`src/rtl/memory_bank.sv`:
```
// Synchronous DEPTH x WIDTH storage bank: one write port, two registered read ports with
// write-first bypass, and a sequenced bulk-clear engine that zeroes one word per cycle.
module memory_bank #(
  parameter int unsigned WIDTH = 16,
  parameter int unsigned DEPTH = 8,
  localparam int unsigned ADDR_W = $clog2(DEPTH)
) (
  input  logic              i_clk,
  input  logic              i_rst_n,
  input  logic              i_wr_en,
  input  logic [ADDR_W-1:0] i_wr_addr,
  input  logic [WIDTH-1:0]  i_wr_data,
  input  logic              i_rd_en_a,
  input  logic [ADDR_W-1:0] i_rd_addr_a,
  output logic [WIDTH-1:0]  o_rd_data_a,
  output logic              o_rd_valid_a,
  input  logic              i_rd_en_b,
  input  logic [ADDR_W-1:0] i_rd_addr_b,
  output logic [WIDTH-1:0]  o_rd_data_b,
  output logic              o_rd_valid_b,
  input  logic              i_clear,
  output logic              o_busy
);

  typedef enum logic {StIdle, StClear} state_e;

  state_e              r_state;
  state_e              w_state_next;
  logic [ADDR_W-1:0]   r_ptr;
  logic [WIDTH-1:0]    r_mem [DEPTH];
  logic                w_clearing;
  logic                w_ptr_last;
  logic [WIDTH-1:0]    w_rd_word_a;
  logic [WIDTH-1:0]    w_rd_word_b;

  assign w_ptr_last = (r_ptr == ADDR_W'(DEPTH - 1));

  // Clear FSM: state register
  always_ff @(posedge i_clk) begin
    if (!i_rst_n) begin
      r_state <= StIdle;
    end else begin
      r_state <= w_state_next;
    end
  end

  // Clear FSM: next state
  always_comb begin
    w_state_next = r_state;
    unique case (r_state)
      StIdle:  if (i_clear) w_state_next = StClear;
      StClear: if (w_ptr_last) w_state_next = StIdle;
      default: w_state_next = StIdle;
    endcase
  end

  // Clear FSM: outputs
  always_comb begin
    w_clearing = (r_state == StClear);
    o_busy     = w_clearing;
  end

  // Pointer rests at zero in idle so a new clear always starts from word 0.
  always_ff @(posedge i_clk) begin
    if (!i_rst_n) begin
      r_ptr <= '0;
    end else if (w_clearing && !w_ptr_last) begin
      r_ptr <= r_ptr + ADDR_W'(1);
    end else begin
      r_ptr <= '0;
    end
  end

  always_ff @(posedge i_clk) begin
    if (!i_rst_n) begin
      for (int unsigned i = 0; i < DEPTH; i++) begin
        r_mem[i] <= '0;
      end
    end else if (w_clearing) begin
      r_mem[r_ptr] <= '0;
    end else if (i_wr_en) begin
      r_mem[i_wr_addr] <= i_wr_data;
    end
  end

  // Write-first: a same-cycle write to the read address is forwarded.
  always_comb begin
    w_rd_word_a = r_mem[i_rd_addr_a];
    w_rd_word_b = r_mem[i_rd_addr_b];
    if (i_wr_en && (i_wr_addr == i_rd_addr_a)) w_rd_word_a = i_wr_data;
    if (i_wr_en && (i_wr_addr == i_rd_addr_b)) w_rd_word_b = i_wr_data;
  end

  always_ff @(posedge i_clk) begin
    if (!i_rst_n) begin
      o_rd_data_a  <= '0;
      o_rd_valid_a <= 1'b0;
    end else begin
      o_rd_valid_a <= i_rd_en_a && !w_clearing;
      if (i_rd_en_a && !w_clearing) o_rd_data_a <= w_rd_word_a;
    end
  end

  always_ff @(posedge i_clk) begin
    if (!i_rst_n) begin
      o_rd_data_b  <= '0;
      o_rd_valid_b <= 1'b0;
    end else begin
      o_rd_valid_b <= i_rd_en_b && !w_clearing;
      if (i_rd_en_b && !w_clearing) o_rd_data_b <= w_rd_word_b;
    end
  end

endmodule
```
`config.mk`:
```
export PLATFORM = sky130hd
export DESIGN_NAME = memory_bank
export DESIGN_NICKNAME = d
export VERILOG_FILES = /design/src/rtl/memory_bank.sv
export SDC_FILE = /design/constraint.sdc
export NUM_CORES = 1
export LEC_CHECK = 0
export CAP_MARGIN = 20
export CORE_UTILIZATION = 45
export DETAILED_ROUTE_END_ITERATION = 8
export SLEW_MARGIN = 10
export SYNTH_ARGS = -nofsm -noshare
export SYNTH_HDL_FRONTEND = slang
export SYNTH_SLANG_ARGS = --single-unit
```
`constraint.sdc`:
```
create_clock -name i_clk -period 5.5 [get_ports i_clk]
set_input_delay 0.55 -clock i_clk [delete_from_list [all_inputs] [get_ports i_clk]]
set_output_delay 0.55 -clock i_clk [all_outputs]
set_load 0.03 [all_outputs]
```
==> reports/metrics.cfg, run 1 <==
[setup_path]
cpPeakStageDelay_ns=0.94
cpMaxStageDelayCell=clkdlybuf4s50_1
crit_chain=clkdlybuf4s50_1 -> and3b_1 -> buf_4 -> nor3_1 -> a21oi_1 -> nand2b_1 -> nand2_1
path_class=in2reg
required_ns=5.49
ff2ff_path_depth=6
cp-end-kind=flip-flop
critPathMaxFanout=17
cp-start-kind=primary input
crit_arrival_ns=3.78

[die]
die_w_um=139
rows=49
die_h_um=139
die_area_mm2=0.0194
coreArea_mm2=0.0182
initial_core_util_pct=46.6
pin_count=66

[min_path]
hold_depth=2
min-delay-path-class=reg2reg

[synth]
synth_commonest_cells=nor2_1, edfxtp_1, nand2_1
synth_edf_count=128
synthTopCellsByArea=edfxtp_1, dfxtp_1, mux4_2
syn_nets=739
synth_most_common_cell=nor2_1
ys_seq_elements=166
async_flop_share_pct=0
synth.avg_cell_area_um2=12.0
postSynthCellCount=706
synthesis.area_mm2=0.00849
yosysWarningCount=0
post_synth_num_cell_types=45
ys.flop_type=edfxtp_1
yosys.area.top_type=edfxtp_1
synth_top_area_share_pct=45.3
synth-seq-area-share_pct=54.2

[layout]
drive_above_1_share_pct=16.1
antenna_cells=0
final_util_pct=54.0
multi_input_area_mm2=0.00357
regArea_mm2=0.00460
finalNetCount=780
area_delta_synth_final_pct=15.7
fillers=1488

[routing]
vias_per_cell=6.19
routedWlPerCell_um=23.8
drt_drc_violations_left=0
drtIter0Drc=572
vias=6124
ant_nets=0
drt_wl_total_um=23600
drt-pass1-iter-count=5

[global_route]
antenna_found_initial=1
grt-ovfl-total=0
grt.total_usage_pct=25.3
grt_pass1_vias=5869
grt_pass1_wl_um=36100
grt_max_degree=49

[clock_network]
cts_max_path_buffers=2
postCtsSetupRepairBufs=0
root_buffer=clkbuf_16
post_cts_resized=0
cts.sinks=166
cts_hold_buffers=0
clkTransAtPathRegs_ns=0.06
clock_latency_ns=0.43
tritoncts=done
cts-buffers-inserted=17
htree_levels=4

[status]
outcome=completed

[sta]
fin_crit_sh_pct=68.8
finClkSkew_ns=0.00942
hold_viol=0
fmax_ghz=0.264
slew_violations=0
period_needed_ns=3.78
finalSetupViolCount=0
grt_setup_unrepaired=false
max-slew-margin-rel_pct=27.0
tns_ns=0
tightest_slew_ns=1.09

[pwr]
pwr_density_cell_mw_per_mm2=308
ir_drop_v=0.000219
p_leak_nw=3.44

[placed_design]
io_buffers=65
place_hpwl_um=17400
routabilityCongestion=0.859

[run]
drv_cap=0

-- where the power goes --
part / internal, W / switching, W / leakage (nW) / total, W
clock network: 0.000686 / 0.000481 / 0.281 / 0.00117
registers: 0.00141 / 0.0000412 / 1.64 / 0.00145
logic: 0.000163 / 0.000244 / 1.52 / 0.000407
-- logic make-up after synthesis --
| kind of cell | count (synthesis) | share of synthesized area [%] |
|---|---|---|
| AND/OR/NAND/NOR | 236 | 12.0 |
| flip-flops | 166 | 54.2 |
| AO/OA/AOI/OAI | 127 | 12.2 |
| multiplexers | 98 | 16.8 |
| buffers and inverters | 73 | 3.77 |
| XOR/XNOR | 4 | 0.590 |
| adder cells (fa/ha/maj) | 2 | 0.295 |
-- state kept, by name (all words and copies together) (netlist names) --
register,flops
o_busy,1
o_rd_data_a,16
o_rd_data_b,16
o_rd_valid_a,1
o_rd_valid_b,1
r_mem,128
r_ptr,3
-- cell type report --
| class | instances | share of cell area, % |
|---|---|---|
| Sequential cell | 166 | 46.9 |
| Multi-Input combinational cell | 467 | 36.3 |
| Timing Repair Buffer | 76 | 7.36 |
| Clock buffer | 25 | 5.16 |
| Tap cell | 229 | 2.92 |
| Inverter | 19 | 0.726 |
| Clock inverter | 7 | 0.662 |
-- cell usage in the layout (no fill, tap or decap), drive strengths merged, types with 2 or more instances in the layout --
cell type        n
nor2           135
edfxtp         128
clkdlybuf4s50   63
nand2           52
a211oi          47
dfxtp           38
mux2            33
mux2i           33
mux4            32
clkbuf          25
nor2b           22
inv             21
o22ai           17
o211ai          16
o311ai          16
a221o           15
buf             13
nand2b          10
a21oi            7
o21ai            5
nand3b           4
nor3             3
xor2             3
clkinv           3
and3b            2
and2             2
ha               2
or2              2
-- worst max-delay path, delay by kind of cell --
kind	cells	cell delay (ns)
compound gates	1	0.16
simple gates	4	1.80
buf+inv	2	1.24
-- final timing paths --
path,startpoint,endpoint,slack [ns]
setup / recovery,i_rst_n,r_mem[1][13],1.72
hold / removal,o_rd_data_a[15],o_rd_data_a[15],0.48
setup reg to reg,o_busy,r_mem[1][13],2.38
hold reg to reg,o_rd_data_a[15],o_rd_data_a[15],0.48
-- per-layer routing --
| layer | GRT usage (%) | routed length, um |
|---|---|---|
| met5 | 0 | 9 |
| met1 | 36.0 | 10700 |
| met4 | 7.31 | 428 |
| met3 | 5.23 | 1590 |
| met2 | 39.1 | 10800 |
-- per-stage QoR --
stage / std cells / cell area, um2 / hold slack (ns) / setup slack, ns / total power, W
after floorplan: 706 / 8490 / 0.508 / 3.10 / 0.00173
after global placement: 956 / 9250 / 0.454 / 1.47 / 0.00187
after detailed placement: 957 / 9250 / 0.460 / 1.32 / 0.00188
after CTS: 989 / 9820 / 0.475 / 1.73 / 0.00303
after global routing: 989 / 9820 / 0.492 / 1.50 / 0.00311
final: 989 / 9820 / 0.477 / 1.72 / 0.00302
(Power assumes the default switching activity.)
==> inputs of run 2 (changes only) <==
PLACE_DENSITY = 0.67   (was default)
clock period = 3.07 ns   (was 5.5 ns; I/O delays follow)
==> reports/metrics.cfg, run 2 (synthesis gave the netlist of run 1 again) <==
[pwr]
switching_share_pct=25.4  ; was 25.3%
clockPowerShare_pct=38.2  ; was 38.6%
switchingPower_w=0.00138  ; was 0.000766 W
fin_total_pwr_w=0.00544  ; was 0.00302 W
pwr_density_cell_mw_per_mm2=542  ; was 308 mW/mm2
p_leak_nw=3.56  ; was 3.44 nW
p_seq_share_pct=47.6  ; was 48.0%
p_int_w=0.00405  ; was 0.00226 W
combPwrFrac_pct=14.2  ; was 13.4%
ir_drop_v=0.000297  ; was 0.000219 V

[clock_network]
clkTransAtPathRegs_ns=0.06  ; about the same
root_buffer=clkbuf_16  ; unchanged
htree_levels=4  ; unchanged
cts-buffers-inserted=17  ; unchanged
cts_max_path_buffers=2  ; unchanged
clock_latency_ns=0.44  ; was 0.43 ns
cts.sinks=166  ; unchanged
postCtsSetupRepairBufs=0  ; unchanged
post_cts_resized=0  ; unchanged
tritoncts=done  ; unchanged
cts_hold_buffers=0  ; unchanged

[global_route]
grt.total_usage_pct=25.6  ; was 25.3%
grt-ovfl-total=0  ; unchanged
grt_max_degree=37  ; was 49
grt_pass1_vias=6137  ; was 5869
antenna_found_initial=0  ; was 1
grt_pass1_wl_um=36400  ; was 36100 um

[setup_path]
cpPeakStageDelay_ns=0.72  ; was 0.94 ns
crit_arrival_ns=2.64  ; was 3.78 ns
cp-end-kind=flip-flop  ; unchanged
path_class=reg2reg  ; was in2reg
required_ns=3.33  ; was 5.49 ns
cpMaxStageDelayCell=or2_1  ; was clkdlybuf4s50_1
cp_num_buf_inv=0  ; was 2
critPathTopFamily=simple AND/OR/NAND/NOR gates  ; unchanged
crit_chain=and3b_1 -> mux2i_2 -> xnor2_2 -> or2_1 -> o311ai_0  ; was clkdlybuf4s50_1 -> and3b_1 -> buf_4 -> nor3_1 -> a21oi_1 -> nand2b_1 -> nand2_1
r2r_slack_ns=0.69  ; was 2.38 ns
cp-start-kind=flip-flop  ; was primary input
critPathMaxFanout=16  ; was 17

[routing]
drtIter0Drc=748  ; was 572
drt-pass1-iter-count=7  ; was 5
drt_wl_total_um=23800  ; was 23600 um
vias=6223  ; was 6124
ant_nets=0  ; unchanged
routedWlPerCell_um=23.5  ; was 23.8 um
drt_drc_violations_left=0  ; unchanged
vias_per_cell=6.15  ; was 6.19

[layout]
antenna_cells=0  ; unchanged
finalNetCount=803  ; was 780
drive_above_1_share_pct=18.8  ; was 16.1%
area_delta_synth_final_pct=18.1  ; was 15.7%
fillers=1531  ; was 1488
largest_register_ffs=128  ; unchanged
top_register=r_mem  ; unchanged
layout_common_cells=nor2_1, edfxtp_1, clkdlybuf4s50_1  ; unchanged
layout_commonest_cell=nor2_1  ; unchanged
largestRegisters=r_mem x128, o_rd_data_a x16, o_rd_data_b x16  ; unchanged
stdcell_area_mm2=0.0100  ; was 0.00982 mm2

[die]
initial_core_util_pct=46.6  ; unchanged
die_area_mm2=0.0194  ; unchanged
rows=49  ; unchanged
coreArea_mm2=0.0182  ; unchanged
pin_count=66  ; unchanged
die_h_um=139  ; unchanged
die_w_um=139  ; unchanged

[status]
outcome=completed  ; unchanged

[sta]
max-slew-margin-rel_pct=40.1  ; was 27.0%
tightest_slew_ns=0.898  ; was 1.09 ns
fmax_ghz=0.420
fin_crit_sh_pct=77.6
period_needed_ns=2.38
finClkSkew_ns=0.00594  ; was 0.00942 ns
fin_hold_ws_ns=0.473  ; was 0.477 ns
grt_setup_unrepaired=false  ; unchanged
tns_ns=0  ; unchanged
finalSetupViolCount=0  ; unchanged
hold_viol=0  ; unchanged
slew_violations=0  ; unchanged

[placed_design]
placed_area_mm2=0.00945  ; was 0.00925 mm2
place_hpwl_um=16000  ; was 17400 um
io_buffers=65  ; unchanged
routabilityCongestion=0.900  ; was 0.859

[min_path]
min-delay-path-class=reg2reg  ; unchanged

[run]
drv_cap=0  ; unchanged

run 2: cell count changes in the layout (fill, tap and decap cells not counted), sizes merged:
cell,before,now
buf,13,36
bufinv,1,0
clkinv,3,6
clkinvlp,1,0
inv,21,20
run 2: worst reg2reg max path: stages, from the launching register on:
cell      delay [ns]
dfxtp_1         0.40
and3b_1         0.40
mux2i_2         0.29
xnor2_2         0.15
or2_1           0.72
o311ai_0        0.26
run 2: path summary, 6_finish.rpt:
kind                        from        endpoint  cells past startpoint
hold reg to reg   o_rd_data_a[7]  o_rd_data_a[7]                      2
setup reg to reg          o_busy  o_rd_data_a[0]                      5
hold / removal    o_rd_data_a[7]  o_rd_data_a[7]                      2
setup / recovery          o_busy  o_rd_data_a[0]                      5
run 2: per-stage QoR:
| step | cells | utilization, % | worst slack, ns |
|---|---|---|---|
| floorplan | 706 | - | 0.673 |
| global placement | 980 | 51.9 | 0.495 |
| detailed placement | 980 | 51.9 | 0.359 |
| CTS | 1012 | 55.1 | 0.720 |
| global route | 1012 | 55.1 | 0.602 |
| finish | 1012 | 55.1 | 0.687 |
run 2: routing by layer:
layer | track usage, % | wire, um
met5 | 0 | 0
met4 | 8.54 | 435
met3 | 5.47 | 1730
met2 | 42.1 | 12000
met1 | 33.7 | 9650
run 2: layout make-up:
cell class | instances | area, um2 | share of cell area, %
clock buffer | 25 | 539 | 5.38
clock inverter | 7 | 37.5 | 0.374
inverter | 19 | 71.3 | 0.711
multi-input combinational | 467 | 3570 | 35.6
sequential | 166 | 4600 | 45.9
tap | 229 | 287 | 2.86
timing repair buffer | 99 | 921 | 9.18
run 2: power by group through the flow:
| stage | registers, W | logic, W | clock network, W |
|---|---|---|---|
| finish | 0.00259 | 0.000773 | 0.00208 |
| global route | 0.00260 | 0.000812 | 0.00219 |
| detailed placement | 0.00263 | 0.000765 | 0 |
| CTS | 0.00259 | 0.000768 | 0.00208 |
| floorplan | 0.00268 | 0.000413 | 0 |
| global placement | 0.00262 | 0.000751 | 0 |
